## src/rtl/pkt_pkg.sv

```systemverilog
// -----------------------------------------------------------------------------
// pkt_pkg
// Shared constants and types for the packet CRC framer:
//   PAYLOAD_BYTES / CRC_BYTES / FRAME_BYTES : frame geometry (32 + 4 bytes)
//   CNT_W                                   : width of the in-frame byte counter
//   payload_t / crc_t                       : 256-bit payload, 32-bit CRC
//   framer_state_e                          : framer FSM states
// -----------------------------------------------------------------------------
package pkt_pkg;

  localparam int PAYLOAD_BYTES = 32;
  localparam int CRC_BYTES     = 4;
  localparam int FRAME_BYTES   = PAYLOAD_BYTES + CRC_BYTES;
  localparam int CNT_W         = $clog2(FRAME_BYTES);

  typedef logic [8*PAYLOAD_BYTES-1:0] payload_t;
  typedef logic [8*CRC_BYTES-1:0]     crc_t;

  typedef enum logic [2:0] {
    ST_COLLECT,
    ST_DRAIN,
    ST_ISSUE,
    ST_WAIT_CRC,
    ST_OUTPUT
  } framer_state_e;

endpackage

```

## src/rtl/pkt_crc_framer_if.sv

```systemverilog
// -----------------------------------------------------------------------------
// pkt_crc_framer_if
// Bundles the framer's byte-stream input, the side channel to the external crc
// block, and the packet output towards the downstream FIFO.
//   slave  : framer side (consumes bytes and crc results, produces packets)
//   master : environment side (byte source, crc block, packet FIFO)
// Signals:
//   in_valid/in_data/in_last/in_ready : byte stream handshake
//   crc_valid/crc_data                : payload handed to crc
//   crc_result/crc_done               : computed CRC back from crc
//   pkt_valid/pkt_data/pkt_ok/pkt_ready : packet to FIFO with pass/fail flag
//   err_len/err_timeout               : one-cycle error pulses
//   bad_cnt                           : saturating CRC-failure count
// -----------------------------------------------------------------------------
interface pkt_crc_framer_if;
  import pkt_pkg::*;

  logic        in_valid;
  logic [7:0]  in_data;
  logic        in_last;
  logic        in_ready;

  logic        crc_valid;
  payload_t    crc_data;
  crc_t        crc_result;
  logic        crc_done;

  logic        pkt_valid;
  payload_t    pkt_data;
  logic        pkt_ok;
  logic        pkt_ready;

  logic        err_len;
  logic        err_timeout;
  logic [15:0] bad_cnt;

  modport slave (
    input  in_valid, in_data, in_last, crc_result, crc_done, pkt_ready,
    output in_ready, crc_valid, crc_data, pkt_valid, pkt_data, pkt_ok,
           err_len, err_timeout, bad_cnt
  );

  modport master (
    output in_valid, in_data, in_last, crc_result, crc_done, pkt_ready,
    input  in_ready, crc_valid, crc_data, pkt_valid, pkt_data, pkt_ok,
           err_len, err_timeout, bad_cnt
  );

endinterface

```

## src/rtl/pkt_byte_shifter.sv

```systemverilog
// -----------------------------------------------------------------------------
// pkt_byte_shifter
// Byte counter plus a 288-bit shift register holding payload and trailer.
// Bytes enter at the LSB end, so after 36 loads the first byte sits in the MSB.
// Ports:
//   clk, rst   : clock, async active-high reset
//   clear      : reset the byte count (data is kept so the payload survives)
//   load_byte  : shift din in and advance the count
//   din        : incoming byte
//   count      : bytes collected in the current frame
//   payload    : bytes 0..31, byte 0 in [255:248]
//   rx_crc     : bytes 32..35, byte 32 in [31:24]
// -----------------------------------------------------------------------------
module pkt_byte_shifter
  import pkt_pkg::*;
(
  input  logic             clk,
  input  logic             rst,
  input  logic             clear,
  input  logic             load_byte,
  input  logic [7:0]       din,
  output logic [CNT_W-1:0] count,
  output payload_t         payload,
  output crc_t             rx_crc
);

  localparam int SR_W = 8 * FRAME_BYTES;

  logic [SR_W-1:0] sr;

  // NOTE: sequential state uses non-blocking assignments so every register
  // samples pre-edge values regardless of statement order.
  // NOTE: the data register is reset (not left as don't-care) because it
  // drives crc_data/pkt_data directly and those must read 0 out of reset.
  always_ff @(posedge clk or posedge rst) begin
    if (rst) begin
      sr    <= '0;
      count <= '0;
    end else begin
      if (load_byte) sr <= {sr[SR_W-9:0], din};
      if (clear)          count <= '0;
      else if (load_byte) count <= count + 1'b1;
    end
  end

  assign payload = sr[SR_W-1 -: 8*PAYLOAD_BYTES];
  assign rx_crc  = sr[8*CRC_BYTES-1:0];

endmodule

```

## src/rtl/pkt_crc_framer.sv

```systemverilog
// -----------------------------------------------------------------------------
// pkt_crc_framer
// Collects 32 payload bytes + 4-byte big-endian CRC trailer, hands the payload
// to an external crc block, compares its result against the trailer and
// presents the payload with a pass/fail flag to the packet FIFO.
// Ports:
//   clk   : clock
//   rst   : asynchronous active-high reset
//   bus   : pkt_crc_framer_if.slave (byte stream, crc channel, packet out,
//           error pulses, bad_cnt)
// Parameter:
//   TIMEOUT : cycles to wait for crc_done before dropping the packet
// Build option:
//   PKT_CRC_DROP_BAD_EN : when defined, packets failing the CRC compare are
//                         dropped instead of being presented with pkt_ok=0.
// -----------------------------------------------------------------------------
module pkt_crc_framer
  import pkt_pkg::*;
#(
  parameter int TIMEOUT = 64
)
(
  input  logic            clk,
  input  logic            rst,
  pkt_crc_framer_if.slave bus
);

  localparam int TMO_W = (TIMEOUT > 1) ? $clog2(TIMEOUT) : 1;

  framer_state_e    state;
  logic             in_ready_q;
  logic             crc_valid_q;
  logic             pkt_valid_q;
  logic             pkt_ok_q;
  logic             err_len_q;
  logic             err_timeout_q;
  logic [15:0]      bad_cnt_q;
  logic [TMO_W-1:0] tmo_cnt;

  logic             accept;
  logic             load_byte;
  logic             clear;
  logic             full;
  logic             crc_match;
  logic [CNT_W-1:0] count;
  payload_t         payload;
  crc_t             rx_crc;

  assign accept    = bus.in_valid && in_ready_q;
  assign load_byte = accept && (state == ST_COLLECT);
  // Any frame end (good, short, or overlong) restarts the count; the shifted
  // data itself is kept so a good payload stays visible on crc_data/pkt_data.
  assign clear     = load_byte && (bus.in_last || full);
  assign full      = (count == CNT_W'(FRAME_BYTES - 1));
  assign crc_match = (bus.crc_result == rx_crc);

  pkt_byte_shifter u_shifter (
    .clk       (clk),
    .rst       (rst),
    .clear     (clear),
    .load_byte (load_byte),
    .din       (bus.in_data),
    .count     (count),
    .payload   (payload),
    .rx_crc    (rx_crc)
  );

  always_ff @(posedge clk or posedge rst) begin
    if (rst) begin
      state         <= ST_COLLECT;
      in_ready_q    <= 1'b0;
      crc_valid_q   <= 1'b0;
      pkt_valid_q   <= 1'b0;
      pkt_ok_q      <= 1'b0;
      err_len_q     <= 1'b0;
      err_timeout_q <= 1'b0;
      bad_cnt_q     <= '0;
      tmo_cnt       <= '0;
    end else begin
      crc_valid_q   <= 1'b0;
      err_len_q     <= 1'b0;
      err_timeout_q <= 1'b0;

      case (state)
        ST_COLLECT: begin
          in_ready_q <= 1'b1;
          if (load_byte) begin
            if (bus.in_last && full) begin
              state       <= ST_ISSUE;
              crc_valid_q <= 1'b1;
              in_ready_q  <= 1'b0;
            end else if (bus.in_last) begin
              err_len_q <= 1'b1;
            end else if (full) begin
              err_len_q <= 1'b1;
              state     <= ST_DRAIN;
            end
          end
        end

        ST_DRAIN: begin
          in_ready_q <= 1'b1;
          if (accept && bus.in_last) state <= ST_COLLECT;
        end

        ST_ISSUE: begin
          state   <= ST_WAIT_CRC;
          tmo_cnt <= '0;
        end

        ST_WAIT_CRC: begin
          if (bus.crc_done) begin
            pkt_ok_q <= crc_match;
            if (!crc_match && (bad_cnt_q != 16'hFFFF)) bad_cnt_q <= bad_cnt_q + 1'b1;
`ifdef PKT_CRC_DROP_BAD_EN
            if (crc_match) begin
              state       <= ST_OUTPUT;
              pkt_valid_q <= 1'b1;
            end else begin
              state      <= ST_COLLECT;
              in_ready_q <= 1'b1;
            end
`else
            state       <= ST_OUTPUT;
            pkt_valid_q <= 1'b1;
`endif
          end else if (tmo_cnt == TMO_W'(TIMEOUT - 1)) begin
            err_timeout_q <= 1'b1;
            state         <= ST_COLLECT;
            in_ready_q    <= 1'b1;
          end else begin
            tmo_cnt <= tmo_cnt + 1'b1;
          end
        end

        ST_OUTPUT: begin
          if (bus.pkt_ready) begin
            pkt_valid_q <= 1'b0;
            state       <= ST_COLLECT;
            in_ready_q  <= 1'b1;
          end
        end

        default: state <= ST_COLLECT;
      endcase
    end
  end

  // The shift register is frozen outside COLLECT, so it doubles as the
  // stable crc_data/pkt_data hold register.
  assign bus.in_ready    = in_ready_q;
  assign bus.crc_valid   = crc_valid_q;
  assign bus.crc_data    = payload;
  assign bus.pkt_valid   = pkt_valid_q;
  assign bus.pkt_data    = payload;
  assign bus.pkt_ok      = pkt_ok_q;
  assign bus.err_len     = err_len_q;
  assign bus.err_timeout = err_timeout_q;
  assign bus.bad_cnt     = bad_cnt_q;

endmodule

```

## src/flat_wrapper.sv

```systemverilog
// flat-port wrapper written by rule: the top's interface ports become plain ports
module pkt_crc_framer_flat import pkt_pkg::*;
#(
  parameter int TIMEOUT = 64
)
  (clk, rst, bus_in_valid, bus_in_data, bus_in_last, bus_crc_result, bus_crc_done, bus_pkt_ready, bus_in_ready, bus_crc_valid, bus_crc_data, bus_pkt_valid, bus_pkt_data, bus_pkt_ok, bus_err_len, bus_err_timeout, bus_bad_cnt);
  pkt_crc_framer_if bus_i ();
  input  logic clk;
  input  logic rst;
  input wire logic [$bits(bus_i.in_valid)-1:0] bus_in_valid;
  input wire logic [$bits(bus_i.in_data)-1:0] bus_in_data;
  input wire logic [$bits(bus_i.in_last)-1:0] bus_in_last;
  input wire logic [$bits(bus_i.crc_result)-1:0] bus_crc_result;
  input wire logic [$bits(bus_i.crc_done)-1:0] bus_crc_done;
  input wire logic [$bits(bus_i.pkt_ready)-1:0] bus_pkt_ready;
  output wire logic [$bits(bus_i.in_ready)-1:0] bus_in_ready;
  output wire logic [$bits(bus_i.crc_valid)-1:0] bus_crc_valid;
  output wire logic [$bits(bus_i.crc_data)-1:0] bus_crc_data;
  output wire logic [$bits(bus_i.pkt_valid)-1:0] bus_pkt_valid;
  output wire logic [$bits(bus_i.pkt_data)-1:0] bus_pkt_data;
  output wire logic [$bits(bus_i.pkt_ok)-1:0] bus_pkt_ok;
  output wire logic [$bits(bus_i.err_len)-1:0] bus_err_len;
  output wire logic [$bits(bus_i.err_timeout)-1:0] bus_err_timeout;
  output wire logic [$bits(bus_i.bad_cnt)-1:0] bus_bad_cnt;
  assign bus_i.in_valid = bus_in_valid;
  assign bus_i.in_data = bus_in_data;
  assign bus_i.in_last = bus_in_last;
  assign bus_i.crc_result = bus_crc_result;
  assign bus_i.crc_done = bus_crc_done;
  assign bus_i.pkt_ready = bus_pkt_ready;
  assign bus_in_ready = bus_i.in_ready;
  assign bus_crc_valid = bus_i.crc_valid;
  assign bus_crc_data = bus_i.crc_data;
  assign bus_pkt_valid = bus_i.pkt_valid;
  assign bus_pkt_data = bus_i.pkt_data;
  assign bus_pkt_ok = bus_i.pkt_ok;
  assign bus_err_len = bus_i.err_len;
  assign bus_err_timeout = bus_i.err_timeout;
  assign bus_bad_cnt = bus_i.bad_cnt;
  pkt_crc_framer #(.TIMEOUT(TIMEOUT)) u_core (.clk(clk), .rst(rst), .bus(bus_i));
endmodule
```

## config.mk

```make
export PLATFORM = sky130hd
export DESIGN_NAME = pkt_crc_framer_flat
export DESIGN_NICKNAME = d
export VERILOG_FILES = /design/src/rtl/pkt_pkg.sv /design/src/rtl/pkt_crc_framer_if.sv /design/src/rtl/pkt_byte_shifter.sv /design/src/rtl/pkt_crc_framer.sv /design/src/flat_wrapper.sv
export SDC_FILE = /design/constraint.sdc
export NUM_CORES = 1
export LEC_CHECK = 0
export ABC_CLOCK_PERIOD_IN_PS = 16500
export BUFFER_PORTS_ARGS = -buffer_cell sky130_fd_sc_hd__buf_2
export CORE_AREA = 10 10 217 219
export CTS_CLUSTER_SIZE = 40
export DETAILED_ROUTE_END_ITERATION = 6
export DIE_AREA = 0 0 227 229
export PLACE_DENSITY = 0.64
export SLEW_MARGIN = 20
export SYNTH_ARGS = -nofsm -noshare
export SYNTH_HDL_FRONTEND = slang
export SYNTH_SLANG_ARGS = --single-unit
```

## constraint.sdc

```tcl
create_clock -name clk -period 16.5 [get_ports clk]
set_input_delay 2.475 -clock clk [delete_from_list [all_inputs] [get_ports clk]]
set_output_delay 2.475 -clock clk [all_outputs]
set_load 0.02 [all_outputs]
```

==> results of run 1 <==
==> per-stage QoR <==
step	setup WS, ns	hold WS (ns)	cell area (um^2)
after floorplan	5.03	0.453	14800
after global placement	11.50	0.469	16300
after detailed placement	11.70	0.478	16300
after CTS	12.27	0.489	17500
after global routing	12.12	0.508	17500
final	12.29	0.486	17500
==> layer usage <==
metal  GRT usage  vias to the layer above
met5           0                        -
met2       0.292                      426
met3      0.0512                       60
met4      0.0489                        2
met1       0.210                     5614
li1            -                     5546
==> registers in the layout, indices dropped and copies added (netlist names) <==
| name | count |
|---|---|
| u_core.bus.in_ready | 1 |
| u_core.bus.err_len | 1 |
| u_core.state | 3 |
| u_core.bus.pkt_valid | 1 |
| u_core.bus.pkt_ok | 1 |
| u_core.u_shifter.sr | 288 |
| u_core.bus.err_timeout | 1 |
| u_core.bus.crc_valid | 1 |
| u_core.bus.bad_cnt | 16 |
| u_core.u_shifter.count | 6 |
| u_core.tmo_cnt | 6 |
==> cell type report <==
cell class,instances,area share
flip-flops and latches,325,0.465
repair buffers,589,0.171
clock inverters,10,0.00508
clock buffers,57,0.0642
multi-input cells,1036,0.254
inverters,5,0.00150
well taps,546,0.0391
==> cells by family (layout without fill, tap and decap cells) <==
kind of cell | count (synthesis) | count (layout)
DFF | 325 | 325
AOI/OAI and AO/OA | 24 | 24
xor gates and xnor gates | 51 | 51
adders and majority gates | 6 | 6
and+or+nand+nor | 953 | 953
muxes | 2 | 2
buffers and inverters | 329 | 661
==> critical path, cell delays in order <==
cell,delay [ns]
buf_2,0.09
nand2_1,0.12
nor3_4,0.19
buf_4,0.54
buf_4,0.78
nand2_1,0.23
nand2_1,0.11
==> placed cells by master (no fill, tap or decap), types with 9 or more instances in the layout <==
cell type	synthesis	final
dfrtp_1	325	325
nor2_1	12	12
nand4_1	16	16
clkbuf_16	0	38
clkbuf_1	33	9
xnor2_1	45	45
buf_4	257	9
nand2_1	890	890
nand3_1	10	10
clkbuf_8	0	10
buf_2	29	579
==> worst paths after layout <==
| check | depth (start not counted) | slack (ns) | from | end |
|---|---|---|---|---|
| max | 7 | 12.29 | bus_in_valid | u_core.u_shifter.sr[269] |
| min | 1 | 0.49 | u_core.u_shifter.count[5] | u_core.u_shifter.count[5] |
| max reg2reg | 6 | 13.62 | u_core.state[0] | u_core.u_shifter.sr[269] |
| min reg2reg | 1 | 0.49 | u_core.u_shifter.count[5] | u_core.u_shifter.count[5] |
| max in group asynchronous | 3 | 12.89 | rst | u_core.u_shifter.sr[240] |
| min in group asynchronous | 2 | 2.11 | rst | u_core.u_shifter.sr[128] |
==> power by group through the flow <==
stage                     Combinational [mW]  Sequential (mW)  Clock, mW
final                                  0.547             1.02      0.811
after floorplan                        0.346             1.09          0
after global routing                   0.590             1.03      0.873
after CTS                              0.558             1.02      0.835
after detailed placement               0.557             1.03          0
after global placement                 0.553             1.03          0
==> summary.md, run 1 <==
| Metric | Value |
|---|---|
| Top sig layer | `met5` |
| First-pass GRT wire length | `70.6 mm` |
| ANT nets after route | `0` |
| 1st-pass router iterations | `5` |
| Area contributors post-synth | `dfrtp_1 (55%), nand2_1 (23%), buf_4 (13%), xnor2_1 (2.7%), buf_2 (0.98%)` |
| Psw | `838 uW` |
| Post-synthesis mux area share | `0.00144` |
| Clk root buf | `clkbuf_16` |
| Rel. slew slack | `0.283` |
| Crit Path Class | `input pin to register` |
| Largest net degree at the start of global routing | `118` |
| PwrDens | `136 nW/um^2` |
| Rows | `76` |
| Register bit count reported by yosys | `325` |
| CTS buffer count | `38` |
| Post-DP HPWL | `35.2 mm` |
| Routed wl met2 | `23.1 mm` |
| Grt ovf | `0` |
| TritonCTS clock tree | `built` |
| Core area | `42700 um^2` |
| Setup TNS | `0 ns` |
| Area grow syn2layout | `18.1%` |
| Max Slew Vio Count | `0` |
| Fmax | `238 MHz` |
| Internal power | `1.54 mW` |
| Power, Total | `2.38 mW` |
| Number of remaining DRC errors | `0` |
| Chip Width | `227 um` |
| Post-CTS resize count | `0` |
| Multi-input logic area | `4440 um^2` |
| Top post-synthesis cells by count | `nand2_1 (890), dfrtp_1 (325), buf_4 (257)` |
| Clk pin slew, worst setup/hold paths | `0.06 ns` |
| Port bufs | `579` |
| Synth cell types | `46` |
| Routed WL | `47.5 mm` |
| H-tree Lvls | `2` |
| Gpl congestion | `0.863` |
| Vias in the first global route | `11.5k` |
| Clk_lat worst skew | `0.54 ns` |
| Adder-Cell Fraction of Synth Area | `0.00507` |
| Required time worst endpoint | `16.98 ns` |
| Starting DRT DRC Count | `927` |
| Main combinational cell family by area after synthesis | `simple AND/OR/NAND/NOR gates` |
| Switching Share | `0.353` |
| I/O Pins | `580` |
| Ant. Diodes | `0` |
| Mapped Cells | `1690` |
| Fill cells | `4186` |
| Outcome | `complete, no violations` |
| Worst Setup End Kind | `register` |
| Die Y | `229 um` |
| Initial Util | `0.347` |
| Final Core Density | `0.410` |
| Initial antenna violation count | `1` |
| Placed Cells incl. Taps | `2501` |
| Gate power share | `0.230` |
| Hold_buf cts | `0` |
| Final #Nets | `2047` |
| EDFF count, synth | `0` |
| # Post-CTS Setup Buffers | `0` |
| Syn_area_per_cell | `8.76 um^2` |
| CP arrival | `4.69 ns` |
| Post-synth top area share | `0.549` |
| Async S/R FF share, synth | `1.00` |
| Peak VDD IR | `0.0000878 V` |
| Share of layout cells above drive strength 1 | `0.326` |
| Period minus WS final | `4.21 ns` |
| Final hold vios | `0` |
| Drt via density | `4.54` |
| Ys flop type | `dfrtp_1` |
| Top cell type by total area after synthesis | `dfrtp_1` |
| Via count | `11.6k` |
| Flop pwr share | `0.429` |
| Most common cell in the netlist | `nand2_1` |
| Synth Cell Area | `14800 um^2` |
| Leakage | `10.9 nW` |
| Critical path fanouts, max | `86` |
| RSZ-0062 raised after global routing | `false` |
| Clock skew | `0.0208 ns` |
| WL met3 | `3.96 mm` |
| Max Root-Sink Buffers | `3` |
| Synth Area in Compound Gates | `0.0111` |
| Die Area | `52000 um^2` |
| Worst Setup Start Kind | `input pin` |
| Clock power frac | `0.341` |
| Total Routing Usage GR | `0.173` |
| Finished Layout Cells | `2568` |
| Register area | `8130 um^2` |
| Xor/xnor cell area share of the yosys netlist | `0.0302` |
| Max cap viols | `0` |
| HP Class | `register to register` |
| Clock Sinks | `325` |
| Yosys warnings | `0` |
| Routed WL per cell | `18.5 um` |
| Final setup vio count | `0` |
| Metal1 wirelength | `19.3 mm` |
| Crit share post-route | `0.255` |
| Slew @ Worst Pin | `1.08 ns` |
| Post-synthesis simple-gate area fraction | `0.252` |
| Syn Nets | `1742` |
| Post-synthesis sequential area ratio | `0.549` |
Note: power is estimated with default switching activity, not from simulation.
==> run 2, diff against run 1 <==
- ABC_AREA: unset -> 1
- ABC_CLOCK_PERIOD_IN_PS: 16500 -> 4250
- CORE_AREA: 10 10 217 219 -> 10 10 220 222
- DIE_AREA: 0 0 227 229 -> 0 0 230 232
- clock period: 16.5 -> 4.25 ns (I/O delays scaled with it)
==> run 2 against run 1 <==
Clock skew barely moved. Cell count is 7.2% higher. Area after synthesis increased by 3.1%. Count of clock-buffer cells in the layout fell by 3. Die area rose by 2.6%. Setup slack got worse by 11 ns. Non-clock buffer count grew 6. Utilization grew 0.10 points. Highest routed layer unchanged. Design area rose by 3.1%. Sequential power grew to 4.7 times the previous value. Global-route usage fell by 0.59 points. First-iteration DRC count increased by 3.8%.
==> summary.md, run 2 <==
| Metric | Value |
|---|---|
| Gpl congestion | `0.848 (-1.8%)` |
| Clock skew | `0.0213 ns (+0.000459 ns)` |
| Routed WL | `46.9 mm (-1.2%)` |
| Area contributors post-synth | `dfrtp_1 (53%), nand2_1 (23%), buf_4 (13%), buf_2 (1.7%), xnor2_1 (1.5%)` |
| Max Slew Vio Count | `0 (unchanged)` |
| Placed Cells incl. Taps | `2686 (+7.4%)` |
| Synth Cell Area | `15300 um^2 (+3.1%)` |
| Largest register FFs | `288 (unchanged)` |
| Area grow syn2layout | `18.1% (about the same)` |
| Final setup vio count | `0 (unchanged)` |
| CP max stage delay | `0.59 ns (-0.19 ns)` |
| Adder-Cell Fraction of Synth Area | `0.00492 (-0.000154)` |
| Critical path fanouts, max | `119 (+38%)` |
| Leakage | `11.2 nW (+2.6%)` |
| Syn Nets | `1876 (+7.7%)` |
| Top cell type by total area after synthesis | `dfrtp_1` |
| Worst Setup End Kind | `register` |
| Rows | `77 (+1.3%)` |
| Critical path launch point | `u_core.state[1]` |
| Number of remaining DRC errors | `0 (unchanged)` |
| Clk pin slew, worst setup/hold paths | `0.06 ns (about the same)` |
| Crit Path Class | `register to register` |
| Post-synthesis sequential area ratio | `0.532 (-0.0167)` |
| Final #Nets | `2185 (+6.7%)` |
| Largest net degree at the start of global routing | `142 (+20%)` |
| Period minus WS final | `2.67 ns` |
| Post-CTS resize count | `0 (unchanged)` |
| CP arrival | `3.14 ns (-1.55 ns)` |
| Clk_lat worst skew | `0.54 ns (about the same)` |
| Ys flop type | `dfrtp_1` |
| ANT nets after route | `0 (unchanged)` |
| Most common cell in the netlist | `nand2_1` |
| Commonest non-fill, non-tap cells in the layout | `nand2_1 (928), buf_2 (579), dfrtp_1 (325), inv_1 (51), clkbuf_16 (39)` |
| Finished Layout Cells | `2752 (+7.2%)` |
| Initial Util | `0.348 (+0.000806)` |
| 1st-pass router iterations | `5 (unchanged)` |
| Die Y | `232 um (+1.3%)` |
| Syn_area_per_cell | `8.37 um^2 (-4.4%)` |
| Hold_buf cts | `0 (unchanged)` |
| Biggest register | `u_core.u_shifter.sr` |
| CP Cell Sequence | `nor2_2 -> nand2_1 -> inv_2 -> nand2_8 -> inv_8 -> buf_4 -> nand2_1 -> nand2_1` |
| Post-synth top area share | `0.532 (-0.0167)` |
| TritonCTS clock tree | `built` |
| Setup TNS | `0 ns (unchanged)` |
| H-tree Lvls | `2 (unchanged)` |
| Core area | `43900 um^2 (+2.9%)` |
| Fill cells | `4395 (+5.0%)` |
| Post-synthesis simple-gate area fraction | `0.263 (+0.0115)` |
| Vias in the first global route | `12.1k (+5.0%)` |
| Max cap viols | `0 (unchanged)` |
| # Post-CTS Setup Buffers | `0 (unchanged)` |
| PwrDens | `690 nW/um^2 (+410%)` |
| Die Area | `53400 um^2 (+2.6%)` |
| Top post-synthesis cells by count | `nand2_1 (928), dfrtp_1 (325), buf_4 (256)` |
| Total Routing Usage GR | `0.167 (-0.00589)` |
| Main combinational cell family by area after synthesis | `simple AND/OR/NAND/NOR gates` |
| Port bufs | `579 (unchanged)` |
| Register bit count reported by yosys | `325 (unchanged)` |
| Fmax | `374 MHz` |
| Crit-path slowest cell | `inv_8` |
| Required time worst endpoint | `4.72 ns (-12.26 ns)` |
| Async S/R FF share, synth | `1.00 (unchanged)` |
| CTS buffer count | `37 (-2.6%)` |
| Reg2reg setup slack | `1.58 ns (-12.04 ns)` |
| Clk root buf | `clkbuf_16` |
| Xor/xnor cell area share of the yosys netlist | `0.0189 (-0.0112)` |
| Peak VDD IR | `0.000385 V (+340%)` |
| Chip Width | `230 um (+1.3%)` |
| RSZ-0062 raised after global routing | `false` |
| Outcome | `complete, no violations` |
| Starting DRT DRC Count | `962 (+3.8%)` |
| I/O Pins | `580 (unchanged)` |
| Final Core Density | `0.411 (+0.00100)` |
| HP Class | `input pin to async pin` |
| Worst reg2reg startpoint | `u_core.state[1]` |
| Ant. Diodes | `0 (unchanged)` |
| Synth cell types | `32 (-30%)` |
| Mapped Cells | `1824 (+7.9%)` |
| Drt via density | `4.49 (-0.96%)` |
| Rel. slew slack | `0.405 (+0.122)` |
| Critical R2R Capture | `u_core.u_shifter.sr[182]` |
| Worst Setup Start Kind | `register` |
| Clock Sinks | `325 (unchanged)` |
| Routed WL per cell | `17.0 um (-7.8%)` |
| Most used cell along the critical path | `nand2_1` |
| Initial antenna violation count | `3 (+2)` |
| Grt ovf | `0 (unchanged)` |
| Yosys warnings | `0 (unchanged)` |
| Slew @ Worst Pin | `0.891 ns (-0.184 ns)` |
| R2R depth | `8 (+2)` |
| Commonest non-fill, non-tap cell in the layout | `nand2_1` |
| Worst setup path end | `u_core.u_shifter.sr[182]` |
| Crit share post-route | `0.629` |
| Post-synthesis mux area share | `0 (-0.00144)` |
| Post-DP HPWL | `34.1 mm (-3.2%)` |
| Share of layout cells above drive strength 1 | `0.311 (-0.0158)` |
| Max Root-Sink Buffers | `3 (unchanged)` |
| Via count | `12.4k (+6.1%)` |
| Final hold vios | `0 (unchanged)` |
| EDFF count, synth | `0 (unchanged)` |
| First-pass GRT wire length | `72.5 mm (+2.7%)` |
| Synth Area in Compound Gates | `0.0177 (+0.00663)` |
==> run 2: cell count changes in the layout (fill, tap and decap cells not counted), sizes merged, moves of 6 or more <==
cell   previous run  this run
buf             589       595
inv               5        59
nand2           890       929
nand3            10        22
nor2             12        36
nor3              4        16
o21ai             7        38
xnor2            45        27
==> run 2: stage by stage <==
step	power (mW)	setup WS, ns	hold slack [ns]	area, um^2
floorplan	8.27	-0.724	0.474	15300
global placement	9.38	1.55	0.483	16800
detailed placement	9.45	1.51	0.478	16800
CTS	12.7	1.59	0.245	18000
global route	13.2	1.32	0.264	18000
finish	12.5	1.58	0.279	18000
==> run 2: worst min-delay path by stage <==
stage | depth (start not counted) | start | endpoint
floorplan | 2 | u_core.u_shifter.sr[18] | u_core.u_shifter.sr[18]
global placement | 2 | u_core.u_shifter.sr[280] | u_core.u_shifter.sr[280]
detailed placement | 2 | u_core.bus.pkt_valid | u_core.bus.pkt_valid
CTS | 2 | bus_crc_done | u_core.bus.err_timeout
global route | 2 | bus_crc_done | u_core.bus.err_timeout
finish | 2 | rst | u_core.u_shifter.sr[253]
==> run 2: where the power goes <==
part / internal [mW] / switching, mW
Sequential: 3.85 / 0.969
Clock: 1.87 / 1.27
Combinational: 1.34 / 3.16
Total: 7.06 / 5.40
==> run 2: final cells by class <==
| class | count | area, um^2 | share of cell area |
|---|---|---|---|
| Clock buffer | 54 | 1100 | 0.0611 |
| Clock inverter | 12 | 101 | 0.00562 |
| Inverter | 58 | 229 | 0.0127 |
| Multi-Input combinational cell | 1116 | 4670 | 0.259 |
| Sequential cell | 325 | 8130 | 0.451 |
| Tap cell | 592 | 741 | 0.0411 |
| Timing Repair Buffer | 595 | 3070 | 0.170 |
==> run 2: cell families after synthesis <==
logic type	count (synthesis)
AND/OR/NAND/NOR	1026
flip-flops	325
AO/OA/AOI/OAI	51
XOR/XNOR	33
buffers and inverters	383
adder cells (fa/ha/maj)	6
==> run 2: routing by layer <==
metal,track usage,routed length [um]
met1,0.206,19000
met2,0.281,23300
met3,0.0523,3710
met4,0.0419,875
met5,0,7
==> run 2: worst max-delay path, delay by kind of cell (launching register included) <==
family | cells | cell delay, ns
flops | 1 | 0.46
simple gates | 5 | 0.77
buf+inv | 3 | 1.20
